[src/rtl/imem_fetch_if_pkg.sv]
`default_nettype none
// +----------------------------------------------------------------------+
// | Module     : imem_fetch_if_pkg                                       |
// | Description: Shared constants for the fetch-stage imem interface.    |
// | Revision   : 1.0 - initial release                                   |
// +----------------------------------------------------------------------+
package imem_fetch_if_pkg;

   localparam int unsigned C_XLEN      = 32;
   localparam logic [31:0] C_NOP_INSTR = 32'h0000_0013;

   localparam logic [0:0] S_IDLE = 1'b0;
   localparam logic [0:0] S_WAIT = 1'b1;

   function automatic logic is_word_aligned(input logic [1:0] lsb);
      return (lsb == 2'b00);
   endfunction

endpackage
`default_nettype wire

[src/rtl/imem_fetch_if_if.sv]
`default_nettype none
// +----------------------------------------------------------------------+
// | Module     : imem_fetch_if_if                                        |
// | Description: req/ack instruction memory bus with master/slave views. |
// | Revision   : 1.0 - initial release                                   |
// +----------------------------------------------------------------------+
interface imem_fetch_if_if #(
   parameter int XLEN = 32
);
   logic            req;
   logic [XLEN-1:0] addr;
   logic            ack;
   logic [XLEN-1:0] rdata;

   modport master (output req, addr, input ack, rdata);
   modport slave  (input req, addr, output ack, rdata);
endinterface
`default_nettype wire

[src/rtl/imem_fetch_if_fetch_buf.sv]
`default_nettype none
// +----------------------------------------------------------------------+
// | Module     : fetch_buf                                               |
// | Description: Single-entry tagged instruction buffer.                 |
// | Revision   : 1.0 - initial release                                   |
// +----------------------------------------------------------------------+
module fetch_buf #(
   parameter int XLEN = 32
) (
   input  logic            clk,
   input  logic            reset,
   input  logic            wr,
   input  logic [XLEN-1:0] wr_addr,
   input  logic [XLEN-1:0] wr_data,
   input  logic [XLEN-1:0] lookup_addr,
   output logic            hit,
   output logic [XLEN-1:0] rd_data
);
   logic            valid_q;
   logic [XLEN-1:0] addr_q;
   logic [XLEN-1:0] data_q;

   always_ff @(posedge clk) begin
      if (reset) begin
         valid_q <= 1'b0;
         addr_q  <= '0;
         data_q  <= '0;
      end else if (wr) begin
         valid_q <= 1'b1;
         addr_q  <= wr_addr;
         data_q  <= wr_data;
      end
   end

   assign hit     = valid_q && (addr_q == lookup_addr);
   assign rd_data = data_q;
endmodule
`default_nettype wire

[src/rtl/imem_fetch_if.sv]
`default_nettype none
// +----------------------------------------------------------------------+
// | Module     : imem_fetch_if                                           |
// | Description: Fetch-stage imem front end: FSM, buffer and bypass mux. |
// | Revision   : 1.0 - initial release                                   |
// +----------------------------------------------------------------------+
module imem_fetch_if
   import imem_fetch_if_pkg::*;
#(
   parameter int              XLEN      = C_XLEN,
   parameter logic [XLEN-1:0] NOP_INSTR = C_NOP_INSTR
) (
   input  logic              clk,
   input  logic              reset,
   input  logic [XLEN-1:0]   PCF,
   input  logic              StallF,
   output logic [XLEN-1:0]   InstrF,
   output logic              FetchBusyF,
   output logic              FetchMisalignF,
   imem_fetch_if_if.master   imem
);
   logic [0:0]      state_q, state_d;
   logic [XLEN-1:0] out_addr_q, out_addr_d;

   logic            w_aligned;
   logic            w_buf_hit;
   logic [XLEN-1:0] w_buf_data;
   logic            w_idle_req;
   logic            w_wait_req;
   logic [XLEN-1:0] w_req_addr;
   logic            w_fill;
   logic            w_byp_hit;
   logic            w_hit;

   // A hit already keeps InstrF stable, so the stall needs no extra handling.
   logic w_unused_stall;
   assign w_unused_stall = StallF;

   assign w_aligned  = is_word_aligned(PCF[1:0]);
   assign w_idle_req = !reset && (state_q == S_IDLE) && !w_buf_hit && w_aligned;
   assign w_wait_req = !reset && (state_q == S_WAIT);
   assign w_req_addr = (state_q == S_WAIT) ? out_addr_q : PCF;
   assign w_fill     = (w_idle_req || w_wait_req) && imem.ack;
   assign w_byp_hit  = w_fill && (w_req_addr == PCF);
   assign w_hit      = !reset && w_aligned && (w_buf_hit || w_byp_hit);

   fetch_buf #(
      .XLEN (XLEN)
   ) u_fetch_buf (
      .clk         (clk),
      .reset       (reset),
      .wr          (w_fill),
      .wr_addr     (w_req_addr),
      .wr_data     (imem.rdata),
      .lookup_addr (PCF),
      .hit         (w_buf_hit),
      .rd_data     (w_buf_data)
   );

   always_ff @(posedge clk) begin
      if (reset) begin
         state_q    <= S_IDLE;
         out_addr_q <= '0;
      end else begin
         state_q    <= state_d;
         out_addr_q <= out_addr_d;
      end
   end

   always_comb begin
      state_d    = state_q;
      out_addr_d = out_addr_q;
      case (state_q)
         S_IDLE: begin
            if (w_idle_req && !imem.ack) begin
               state_d    = S_WAIT;
               out_addr_d = PCF;
            end
         end
         S_WAIT: begin
            if (imem.ack) begin
               state_d = S_IDLE;
            end
         end
         default: state_d = S_IDLE;
      endcase
   end

   always_comb begin
      imem.req       = w_idle_req || w_wait_req;
      imem.addr      = w_idle_req ? PCF : out_addr_q;
      FetchMisalignF = !w_aligned;
      FetchBusyF     = !w_hit;
      InstrF         = NOP_INSTR;
      if (w_hit) begin
         InstrF = w_buf_hit ? w_buf_data : imem.rdata;
      end
   end
endmodule
`default_nettype wire
[src/flat_wrapper.sv]
// flat-port wrapper written by rule: the top's interface ports become plain ports
module imem_fetch_if_flat import imem_fetch_if_pkg::*;
#(
   parameter int              XLEN      = C_XLEN,
   parameter logic [XLEN-1:0] NOP_INSTR = C_NOP_INSTR
)
  (clk, reset, PCF, StallF, InstrF, FetchBusyF, FetchMisalignF, imem_req, imem_addr, imem_ack, imem_rdata);
  imem_fetch_if_if #(.XLEN(XLEN)) imem_i ();
  input  logic clk;
  input  logic reset;
  input  logic [XLEN-1:0] PCF;
  input  logic StallF;
  output logic [XLEN-1:0] InstrF;
  output logic FetchBusyF;
  output logic FetchMisalignF;
  output wire logic [$bits(imem_i.req)-1:0] imem_req;
  output wire logic [$bits(imem_i.addr)-1:0] imem_addr;
  input wire logic [$bits(imem_i.ack)-1:0] imem_ack;
  input wire logic [$bits(imem_i.rdata)-1:0] imem_rdata;
  assign imem_req = imem_i.req;
  assign imem_addr = imem_i.addr;
  assign imem_i.ack = imem_ack;
  assign imem_i.rdata = imem_rdata;
  imem_fetch_if #(.XLEN(XLEN), .NOP_INSTR(NOP_INSTR)) u_core (.clk(clk), .reset(reset), .PCF(PCF), .StallF(StallF), .InstrF(InstrF), .FetchBusyF(FetchBusyF), .FetchMisalignF(FetchMisalignF), .imem(imem_i));
endmodule
[config.mk]
export PLATFORM = sky130hd
export DESIGN_NAME = imem_fetch_if_flat
export DESIGN_NICKNAME = d
export VERILOG_FILES = /design/src/rtl/imem_fetch_if_pkg.sv /design/src/rtl/imem_fetch_if_if.sv /design/src/rtl/imem_fetch_if_fetch_buf.sv /design/src/rtl/imem_fetch_if.sv /design/src/flat_wrapper.sv
export SDC_FILE = /design/constraint.sdc
export NUM_CORES = 1
export LEC_CHECK = 0
export CAP_MARGIN = 40
export CORE_UTILIZATION = 55
export CTS_CLUSTER_SIZE = 25
export DETAILED_ROUTE_END_ITERATION = 6
export DONT_BUFFER_PORTS = 1
export GPL_ROUTABILITY_DRIVEN = 1
export MAX_ROUTING_LAYER = met4
export PLACE_DENSITY = 0.69
export SYNTH_ARGS = -nofsm -noshare
export SYNTH_HDL_FRONTEND = slang
export SYNTH_SLANG_ARGS = --single-unit
export TNS_END_PERCENT = 50
[constraint.sdc]
create_clock -name clk -period 2.39 [get_ports clk]
set_input_delay 0 -clock clk [delete_from_list [all_inputs] [get_ports clk]]
set_output_delay 0 -clock clk [all_outputs]
set_load 0.03 [all_outputs]
=== Yosys cells after proc, flatten, opt, wreduce, memory -nomap -nowiden ===
Index checks and enable logic that the tools add are counted.

* Bits in registers: 98
* Logic and storage cells: 34

* Eq/ne operators: 2
* Mux-type cells: 7
* Bitwise logic cells: 1
* Reduce and logical (&&, ||, !) cells: 19

{| class="wikitable"
|+ Operator list
! kind !! number
|-
| $mux W32 || 4
|-
| $eq A32 B32 Y1 || 2
|-
| $logic_and A1 B1 Y1 || 10
|-
| $logic_not A1 Y1 || 5
|-
| $logic_not A2 Y1 || 1
|-
| $logic_or A1 B1 Y1 || 2
|-
| $mux W1 || 2
|-
| $pmux W1 S2 || 1
|-
| $reduce_and A2 Y1 || 1
|-
| $not A1 Y1 || 1
|}

=== Longest topological paths before layout ===
* Word-level depth: 11
* Mapped depth: 9

=== Modules after synthesis ===
A second synthesis with hierarchy kept.

* Cell total of the unflattened synthesis: 641
* Area, all modules: 5465.2 um^2

{| class="wikitable"
|+ By module, submodules not included
! module !! times used !! cells an instance !! area an instance (um^2)
|-
| imem_fetch_if || 1 || 388 || 2839.0
|-
| fetch_buf || 1 || 253 || 2626.3
|}

=== Least setup slack after synthesis ===
OpenSTA, ideal clock, no wires.

* Kind: reg-to-output
* Start point: register u_core.u_fetch_buf.addr_q[8]
* End point: output imem_addr[10]
* Data arrival time: 2192 ps
* Required time: 2390 ps
* Slack: 198 ps
* Cell stages (with the launch flop): 8
* Buffers on the path: 1
* Path through: dfxtp_1 xnor2_1 nand4_1 or3_4 or3_1 nand3_2 buf_4 mux2_1

* Word-level cells in the longest chain between the ends: 6

{| class="wikitable"
|+ RTL lines
! what !! line !! RTL
|-
| start: declaration || imem_fetch_if_fetch_buf.sv:20 || <nowiki>logic [XLEN-1:0] addr_q;</nowiki>
|-
| start signal: assignment || imem_fetch_if_fetch_buf.sv:30 || <nowiki>addr_q <= wr_addr;</nowiki>
|-
| $eq A32 B32 Y1 || imem_fetch_if_fetch_buf.sv:35 || <nowiki>assign hit = valid_q && (addr_q == lookup_addr);</nowiki>
|-
| $logic_and A1 B1 Y1 || imem_fetch_if_fetch_buf.sv:35 ||
|-
| $logic_not A1 Y1 || imem_fetch_if.sv:40 || <nowiki>assign w_idle_req = !reset && (state_q == S_IDLE) && !w_buf_hit && w_aligned;</nowiki>
|-
| $logic_and A1 B1 Y1 (2 in a row) || imem_fetch_if.sv:40 ||
|-
| $mux W32 || imem_fetch_if.sv:91 || <nowiki>imem.addr = w_idle_req ? PCF : out_addr_q;</nowiki>
|-
| end: declaration || flat_wrapper.sv:17 || <nowiki>output wire logic [$bits(imem_i.addr)-1:0] imem_addr;</nowiki>
|}

No other way between the ends.

=== Worst setup path after layout ===
* Start point: register u_core.u_fetch_buf.addr_q[10]
* End point: output imem_addr[11]

The elaborated chain is that of the path after synthesis.

==> reports/metrics.sh <==
REG2REG_FROM='u_core.u_fetch_buf.addr_q[10]$_SDFFE_PP0P_'
CP-START-KIND='flop'
CLOCK_SINK_COUNT=98
MAXSLEWVIOLCOUNT=0
TIMING.CRITICAL_PATH.CELLS='xor2_1, nor4_2, nand4_1, or3_4, nand3_4, buf_12, mux2_4'
POST_DRT_WL_PER_CELL_UM=23.4
MULTIINPUTGATEAREA_UM2=4440
INITIAL_UTILIZATION_PCT=56.6
TOTAL_POWER_W=0.00342
CORE_AREA_UM2=10800
SYNTHDOMINANTCELLAREASHARE_PCT=32.0
TIMING.SLEW.HEADROOM_PCT=63.7
GRT_START_MAX_NET_PINS=101
INSERTEDDIODECOUNT=0
DETAILEDPLACEMENTHPWL_UM=12100
CHIPHEIGHT_UM=108
FINAL_LAYOUT_FILL_CELL_COUNT=721
DIE_X_UM=108
SYNTH.YOSYS.SEQ_AREA_SHARE_PCT=32.0
POWER.DENSITY_CELL_AREA_nW_PER_UM2=400
STATUS='finished, violations left'
CLKTRANSATPATHREGS_NS=0.10
CRITPATHKIND='reg -> out'
RSZ_0062_RAISED_AFTER_GLOBAL_ROUTING='yes'
H-TREE-DEPTH=3
ANT_NETS=0
VIASPERCELL=6.97
FIRST_PASS_GRT_WIRE_LENGTH_UM=34300
CTS_TREE='built'
SYNTH_TOP_FLOP_CELL='dfxtp_1'
FAILED_CHECKS='negative hold slack, negative setup slack'
CLOCK_LATENCY_NS=0.38
HP-START='reset'
DRC_ERRORS=0
SETUP_VIOL_COUNT_FINAL=99
REPORT.FINAL.HOLD_VIOL_COUNT=2
DRTITER0DRC=1104
ROOT_BUFFER='clkbuf_8'
FIN_WS_NS=-0.280
MAXCAPVIOLCOUNT=0
CORE.ROWCOUNT=38
SYNTH-SEQ-CELLS=98
SYNTH_ENABLE_FLOP_CELLS=0
SETUP.WORST_PATH.START='u_core.u_fetch_buf.addr_q[10]$_SDFFE_PP0P_'
CP_SLOWEST_STAGE_DELAY_NS=0.48
DPL_CELL_AREA_UM2=6640
DR_TOTAL_VIAS=7002
MAPPED_CELL_AREA_UM2=6140
GRT_UTIL_ALL_LAYERS_PCT=39.5
ANTENNA_FOUND_INITIAL=0
DESIGN.DIE.AREA_UM2=11600
CRIT_FAMILY='simple AND/OR/NAND/NOR gates'
AVGSYNTHCELLAREA_UM2=8.05
AREA_DELTA_SYNTH_FINAL_PCT=39.1
FINALWEIGHTEDCONGESTION=0.856
CTS_BUFFER_DEPTH=2
WORSTPATHBUFFERINVERTERCOUNT=1
SYNTH_CELL_TYPE_COUNT=42
FINALCRITPERIODSHARE_PCT=112
WORST_CLOCK_SKEW_NS=0.00865
TIMING.CRITICAL_PATH.FANOUT_MAX=11
TIMING.CRITICAL_PATH.ARRIVAL_NS=2.67
SYNTH_TOP_CELL_BY_AREA='dfxtp_1'
GRT_PASS1_VIAS=6665
HOLD-WORST-SLACK_NS=-0.00312
FINAL_CELL_AREA_UM2=8540
WORST_HOLD_PATH_TYPE='in -> reg'
FINAL_CELL_COUNT_NO_FILL=1004
CLOCK.FMAX_MHz=375
PORT-BUFFER-COUNT=0
REPORTED_LEAKAGE_POWER_nW=3.25
TIMING.SETUP.TNS_NS=-16.57
MAXIMUM_RESISTIVE_DROP_ON_VDD_V=0.000406
SYN_NETS=831
CP-END-KIND='primary output'
ROUTED_WL_UM=23500
GRT.OVERFLOW.TOTAL=0
CTS_MADE_BUFFERS=9
WORSTMARGINPINSLEW_NS=0.544
POST_ROUTE_CELLS_DRIVE_ABOVE_1_SHARE_PCT=28.7
SYNTH.TOP_CELLS.BY_AREA='dfxtp_1 32%, xor2_1 8.0%, nand3_1 7.6%, o21ai_0 7.2%, a21oi_1 5.3%'
DATA_REQUIRED_CRITICAL_PATH_NS=2.39
REGAREA_UM2=1980
SYNTH_ASYNC_SR_FLOP_SHARE_PCT=0
SYNTHESIS.YOSYS.WARNINGS=0
FINALCRITICALPERIOD_NS=2.67
DRT-PASS1-ITER-COUNT=6
POST-PLACE-CELLS=895
CRITICAL-PATH-SLOWEST-CELL='or3_4'
IOPINCOUNT=135
SYNTH_CELLS=763
LAYOUT.NETS=928
-- synth_stat cells (29+ instances only) --
master	count
clkbuf_1	60
nor2_1	37
o2bb2ai_1	29
mux2i_1	30
nand3_1	93
xor2_1	56
a221oi_1	29
a22o_1	30
dfxtp_1	98
a21oi_1	65
nand2_1	32
o21ai_0	88
-- layer usage --
| metal | vias to the layer above | global-route usage, % | wire length (µm) |
|---|---|---|---|
| li1 | 3023 | - | - |
| met1 | 3377 | 46.0 | 8790 |
| met2 | 501 | 63.8 | 11400 |
| met3 | 101 | 7.69 | 2230 |
| met4 | 0 | 22.1 | 1080 |
| met5 | - | - | 0 |
-- layout by cell type, fill, tap and decap left out, types with 3 or more instances in the layout --
cell,netlist,layout
a21oi_1,65,64
a221oi_1,29,16
a221oi_2,0,13
a22o_1,30,30
buf_12,0,8
buf_16,0,5
buf_4,5,56
buf_6,0,25
buf_8,0,3
clkbuf_8,0,11
dfxtp_1,98,84
dfxtp_2,0,14
dlygate4sd3_1,0,63
inv_1,3,3
mux2_4,0,30
mux2i_1,30,30
nand2_1,32,16
nand2_2,0,15
nand2b_1,3,3
nand3_1,93,76
nand3_2,1,14
nand3_4,0,4
nand4_1,4,4
nor2_1,37,35
nor4_1,14,8
nor4_2,2,6
o21a_4,0,3
o21ai_0,88,56
o21ai_1,7,24
o21ai_2,0,13
o2bb2ai_1,29,29
or3_4,1,5
xnor2_1,8,3
xnor2_2,0,5
xor2_1,56,56
-- state kept, by name (all words and copies together), names as in the netlist --
signal / cells
u_core.out_addr_q: 32
u_core.u_fetch_buf.addr_q: 32
u_core.u_fetch_buf.rd_data: 32
u_core.state_q: 1
u_core.u_fetch_buf.valid_q: 1
-- final timing paths --
path | to | slack [ns] | cells after the start
max | imem_addr[11] | -0.28 | 7
min | u_core.u_fetch_buf.rd_data[25]$_SDFFE_PP0P_ | -0.003 | 2
max reg2reg | u_core.u_fetch_buf.rd_data[15]$_SDFFE_PP0P_ | -0.11 | 10
min reg2reg | u_core.u_fetch_buf.rd_data[8]$_SDFFE_PP0P_ | 0.48 | 2
-- area by class of cell --
type | count | area share, %
multi-input cells | 585 | 52.0
clock buffers | 13 | 1.86
repair buffers | 163 | 20.6
well taps | 140 | 2.05
clock inverters | 2 | 0.147
flip-flops and latches | 98 | 23.2
inverters | 3 | 0.132
-- power by group --
part,switching [W],total (W),leakage (nW),internal (W)
sequential,0.0000531,0.00174,0.801,0.00168
clock,0.000597,0.00103,0.0855,0.000430
combinational,0.000357,0.000657,2.37,0.000300
total,0.00101,0.00342,3.25,0.00241
-- repair_timing --
| action | CTS | global route |
|---|---|---|
| setup buffers | 16 | 6 |
| pin swaps | 21 | 13 |
| endpoints found under the hold margin | 98 | 0 |
| setup endpoints to repair | 82 | 91 |
| hold buffers | 64 | 0 |
| cloned | 5 | 3 |
| resized for setup | 148 | 85 |
-- metrics by stage --
| stage | setup WS, ns | utilization, % | hold WS (ns) |
|---|---|---|---|
| floorplan | 0.198 | - | 0.0785 |
| global placement | 0.0202 | 61.1 | 0.0707 |
| detailed placement | -0.0720 | 61.2 | 0.0767 |
| CTS | -0.198 | 74.6 | 0.00928 |
| global route | -0.361 | 78.8 | 0.0358 |
| finish | -0.280 | 78.8 | -0.00312 |
-- logic make-up after synthesis --
logic type	synth area share, %
flip-flops	32.0
multiplexers	10.4
AO/OA/AOI/OAI	26.7
XOR/XNOR	9.13
buffers and inverters	5.28
AND/OR/NAND/NOR	16.5
Power figures use the tool's default switching activity.
